$ cat src/rtl/wb_regfile.sv
`default_nettype none
//==============================================================================
// Module   : wb_regfile
// Purpose  : MIPS write-back select (ALU / lb-extracted load / PC+8) feeding a
//            2-read 1-write register file with hard-wired zero register.
// Options  : define WB_BYPASS_EN for same-cycle write-through on the read ports.
// Revision : 1.0 - initial release
//==============================================================================
module wb_regfile #(
    parameter int DW = 32,
    parameter int AW = 5
) (
    input  logic          clk,
    input  logic          reset,
    input  logic [1:0]    WB_MemtoReg,
    input  logic          WB_RegWrite,
    input  logic          WB_LbOp,
    input  logic [AW-1:0] WB_Rw,
    input  logic [DW-1:0] WB_ALUOut,
    input  logic [DW-1:0] WB_ReadData,
    input  logic [DW-1:0] WB_PCplus8,
    input  logic [AW-1:0] Ra,
    input  logic [AW-1:0] Rb,
    output logic [DW-1:0] busA,
    output logic [DW-1:0] busB,
    output logic [DW-1:0] WB_WriteData,
    output logic          WB_WriteEn
);

    localparam int NREG = 1 << AW;

    logic [DW-1:0] regs [NREG];
    logic [7:0]    load_byte;
    logic [DW-1:0] load_value;

    // Little-endian lane pick; the low address bits come from the effective address.
    always_comb begin
        load_byte = WB_ReadData[7:0];
        case (WB_ALUOut[1:0])
            2'd0:    load_byte = WB_ReadData[7:0];
            2'd1:    load_byte = WB_ReadData[15:8];
            2'd2:    load_byte = WB_ReadData[23:16];
            default: load_byte = WB_ReadData[31:24];
        endcase
    end

    always_comb begin
        load_value = WB_ReadData;
        if (WB_LbOp) begin
            load_value = {{(DW-8){load_byte[7]}}, load_byte};
        end
    end

    always_comb begin
        WB_WriteData = WB_ALUOut;
        case (WB_MemtoReg)
            2'b01:   WB_WriteData = load_value;
            2'b10:   WB_WriteData = WB_PCplus8;
            default: WB_WriteData = WB_ALUOut;
        endcase
    end

    assign WB_WriteEn = WB_RegWrite && (WB_Rw != '0);

    always_ff @(posedge clk or posedge reset) begin
        if (reset) begin
            for (int i = 0; i < NREG; i++) begin
                regs[i] <= '0;
            end
        end else if (WB_WriteEn) begin
            regs[WB_Rw] <= WB_WriteData;
        end
    end

`ifdef WB_BYPASS_EN
    always_comb begin
        busA = (Ra == '0) ? '0 : regs[Ra];
        busB = (Rb == '0) ? '0 : regs[Rb];
        if (WB_WriteEn && (Ra == WB_Rw)) begin
            busA = WB_WriteData;
        end
        if (WB_WriteEn && (Rb == WB_Rw)) begin
            busB = WB_WriteData;
        end
    end
`else
    // Without bypass a read of the register being written returns the old value.
    always_comb begin
        busA = (Ra == '0) ? '0 : regs[Ra];
        busB = (Rb == '0) ? '0 : regs[Rb];
    end
`endif

endmodule
`default_nettype wire

$ cat config.mk
export PLATFORM = sky130hd
export DESIGN_NAME = wb_regfile
export DESIGN_NICKNAME = d
export VERILOG_FILES = /design/src/rtl/wb_regfile.sv
export SDC_FILE = /design/constraint.sdc
export NUM_CORES = 2
export LEC_CHECK = 0
export CAP_MARGIN = 20
export CORE_MARGIN = 2
export CORE_UTILIZATION = 62
export DETAILED_ROUTE_END_ITERATION = 8
export DONT_BUFFER_PORTS = 1
export PLACE_DENSITY = 0.78
export REMOVE_ABC_BUFFERS = 1
export SKIP_LAST_GASP = 1
export SYNTH_ARGS = -nofsm -noshare
export SYNTH_HDL_FRONTEND = slang
export SYNTH_SLANG_ARGS = --single-unit
$ cat constraint.sdc
create_clock -name clk -period 48.4 [get_ports clk]
set_clock_uncertainty 0.15 [all_clocks]
set_input_delay 4.84 -clock clk [delete_from_list [all_inputs] [get_ports clk]]
set_output_delay 4.84 -clock clk [all_outputs]
set_load 0.01 [all_outputs]
[Word level (Yosys, flattened, before mapping)]
Cells that the tools add are included.
W data, S select, Z words.
Storage, ports and cells
  flip-flop bits (word level): 1024
  input port bits: 117
  output and inout port bits: 97
  logic and storage cells: 63
Operators by class
  magnitude comparators: 4
  equal/unequal tests: 4
  muxes and demuxes: 14
  bitwise gates (word level): 3
  reduce and logical (&&, ||, !) cells: 6
Operator list (number)
  $bwmux W1024: 1
  $bmux W32 S5: 2
  $mux W32: 8
  $demux W32 S5: 1
  $pmux W32 S2: 1
  $pmux W8 S3: 1
  $ge A6 B6 Y1 const B: 3
  $not A5 Y6: 3
  $logic_not A5 Y1: 2
  $lt A6 B1 Y1 const B: 1
  $reduce_bool A5 Y1: 1
  $eq A2 B1 Y1 const B: 2
  $eq A2 B2 Y1 const B: 2
  $logic_and A1 B1 Y1: 2
  $logic_not A2 Y1: 1

[Longest topological paths before layout]
  depth in word-level cells: 6
  depth in mapped cells: 9
  mapped depth without buffers: 6

[Worst setup path before layout]
Ideal clock, no wire load.
  path kind: input to output
  from: input port Ra[2]
  to: output port busA[0]
  arrival: 6.452 ns
  setup slack: 36.958 ns
  stages: 6
  path buffers: 2
  path through: clkbuf_1 -> buf_1 -> mux4_2 -> a22o_1 -> a2111oi_0 -> nor3_1
On the way
  word-level cells in the longest chain between the ends: 5
  elaborated cells on any way between the ends: 6
  classes of those cells: mux: 4; bitwise: 1; reduce/logical: 1
RTL lines
  from (decl): line 22  | input logic [AW-1:0] Ra,
  $not A5 Y6 (implied by the code): line 89  | busA = (Ra == '0) ? '0 : regs[Ra];
  $bmux W32 S5: line 89
  $mux W32 (implied by the code) (2 in series): line 89
  $mux W32 (*): line 89
  to (decl): line 24  | output logic [DW-1:0] busA,
Every way passes the cells marked *; elsewhere a longest branch is shown, timed or not. The select of a mux whose other input is x is not followed.

[Worst setup path after layout]
  from: input port Ra[1]
  to: output port busA[26]
The elaborated chain is that of the path after synthesis.

==> impl_metrics.json <==
{
  "run_status": "complete, but fails checks",
  "violations": "design-rule violations",
  "nNetsFinal": 4603,
  "required_ns": 43.41,
  "setup_viol": 0,
  "grt_max_degree": 321,
  "yosys.cell_types.count": 42,
  "synth.cell_area_um2": 53300,
  "synth.largest_area_cell": "dfrtp_1",
  "fp.dieArea_um2": 88300,
  "grt_use_total": 0.389,
  "r2r_setup_slack_ns": 47.42,
  "die_h_um": 297,
  "synth_edf_count": 0,
  "postCtsResizedCells": 0,
  "start_kind": "primary input",
  "drv_cap": 0,
  "p_sw_uw": 715,
  "dr.pass1.iters": 9,
  "comb_power_share": 0.186,
  "grt_overflow_total": 0,
  "fin_crit_sh": 0.261,
  "cp.arrival_ns": 7.65,
  "antenna_found_initial": 21,
  "cts.sinks": 1024,
  "ys_ff_latch": 1024,
  "p_leak_nw": 24.6,
  "fin_hold_ws_ns": 0.248,
  "clockRootBuffer": "clkbuf_16",
  "hold_viol": 0,
  "rr_startpoint": "regs[262]",
  "start_util": 0.626,
  "dp_hpwl_um": 87700,
  "critPathMaxStageDelay_ns": 0.85,
  "yosys-top-cells-count": "1025 x nand2_1, 1024 x dfrtp_1, 983 x o21ai_0, 450 x mux4_2, 321 x clkbuf_1",
  "worst_slew_pin_slew_ns": 1.19,
  "htreeDepth": 3,
  "die_x_um": 297,
  "postCtsSetupBuffers": 0,
  "largest_register_ff_count": 1024,
  "avgSynthCellArea_um2": 11.1,
  "via_per_inst": 7.24,
  "numCtsBuffers": 105,
  "finalNonFillerCells": 5717,
  "syn_inst": 4822,
  "async_reset_ff_frac": 1.00,
  "period_minus_slack_ns": 12.64,
  "ioPinCount": 214,
  "cp_slowest_cell": "nor3_1",
  "cts_tree": "done",
  "top_regs": "regs (1024)",
  "crit_start": "Ra[1]",
  "nFillCells": 6207,
  "row_count": 107,
  "final_max_slew_viol_count": 0,
  "powerDensity_nw_per_um2": 43.8,
  "synth_ff_type": "dfrtp_1",
  "rsz0062_at_grt": "no",
  "fin_tns_setup_ns": 0,
  "routedWlPerCell_um": 30.2,
  "clockPowerShare": 0.348,
  "cts.clk_slew.worst_paths_ns": 0.06,
  "synth-seq-area-share": 0.481,
  "drc": 4,
  "grt_pass1_vias": 41200,
  "synth.area.top_cells": "dfrtp_1 48%, mux4_2 19%, o21ai_0 9.2%",
  "clockBufferDepth": 3,
  "peakVddDrop_uv": 29.8,
  "dp.cells": 5518,
  "yosysMostFrequentCell": "nand2_1",
  "path_max_fanout": 84,
  "hold_class": "reg2reg",
  "regMostFlops": "regs",
  "fmax_mhz": 79.1,
  "path_class": "in2out",
  "seq_power_share": 0.466,
  "drive_gt1_frac": 0.185,
  "drt_iter0_markers": 5493,
  "io_buffer_count": 0,
  "vias": 41400,
  "slew_headroom": 0.208,
  "ant_nets": 0,
  "area_growth_pct": 6.63,
  "insertion_delay_ns": 0.68,
  "crit_chain": "nor2b_4 -> buf_4 -> a22o_1 -> a2111oi_0 -> nor3_1",
  "end_kind": "primary output",
  "drt-total-wl_um": 172000,
  "min_from": "regs[1003]",
  "finalPower_mw": 2.49,
  "ys_warn_count": 0,
  "core_area_um2": 85100,
  "synth_top_area_frac": 0.481,
  "p_int_mw": 1.78,
  "sw_frac_of_total": 0.287,
  "grt_first_pass_wirelength_um": 258000,
  "ctsHoldBuffers": 0,
  "routabilityCongestion": 0.863
}
-- worst max-delay path, delay by kind of cell --
family,cells,cell delay [ns]
simple gates,2,1.61
buf+inv,1,0.82
compound gates,2,0.30
-- per-stage QoR --
step	util	area [µm²]	worst slack [ns]
after CTS	0.667	56800	35.97
after detailed placement	0.624	53100	35.97
after floorplan	-	50800	14.59
after global routing	0.667	56800	35.91
after global placement	0.624	53100	35.96
final	0.667	56800	35.76
-- worst paths after layout --
kind | depth (start not counted) | endpoint
setup / recovery | 5 | busA[26]
hold / removal | 0 | regs[1003]
setup reg to reg | 2 | regs[262]
hold reg to reg | 0 | regs[1003]
max in group asynchronous | 6 | regs[432]
min in group asynchronous | 1 | regs[955]
-- routing by layer --
metal,vias up,share of wire,global-route usage
met5,-,0.0012,0
met1,20700,0.36,0.516
met2,3105,0.43,0.568
met3,680,0.15,0.155
li1,16900,-,-
met4,30,0.056,0.183
-- placed cells by master (no fill, tap or decap), drive strengths merged, types with 8 or more instances in the layout --
cell	count
clkinv	20
dfrtp	1024
nand2b	10
diode	8
nor3	63
a21oi	33
mux2	64
a2111oi	38
o21ai	1044
buf	91
mux4	450
nor2b	31
a22o	62
nand2	1025
inv	40
mux2i	171
clkbuf	151
o22ai	59
a31oi	14
a211oi	56
o221ai	63
bufinv	14
-- final cells by class --
| type | count | area [µm²] | area share |
|---|---|---|---|
| Sequential cell | 1024 | 25600 | 0.451 |
| Clock buffer | 151 | 3080 | 0.0543 |
| Multi-Input combinational cell | 3223 | 25200 | 0.444 |
| Timing Repair Buffer | 91 | 751 | 0.0132 |
| Inverter | 39 | 154 | 0.00271 |
| Clock inverter | 37 | 556 | 0.00977 |
| Tap cell | 1144 | 1430 | 0.0252 |
| Antenna cell | 8 | 20.0 | 0.000352 |
-- power groups by stage --
stage | clock network (mW) | registers [mW] | logic, mW
after CTS | 0.866 | 1.15 | 0.457
after global placement | 0 | 1.15 | 0.433
final | 0.867 | 1.16 | 0.464
after global routing | 0.900 | 1.18 | 0.509
after floorplan | 0 | 1.13 | 0.355
after detailed placement | 0 | 1.16 | 0.451
-- cell families (layout without fill, tap and decap cells) --
family / count (synthesis) / after routing / synth area share
DFF: 1024 / 1024 / 0.481
buffers and inverters: 575 / 318 / 0.0488
and+or+nand+nor: 1157 / 1157 / 0.0865
AOI/OAI and AO/OA: 1379 / 1379 / 0.148
adders and majority gates: 2 / 2 / 0.000469
other: 0 / 8 / 0
muxes: 685 / 685 / 0.236
Note: power is estimated with default switching activity, not from simulation.
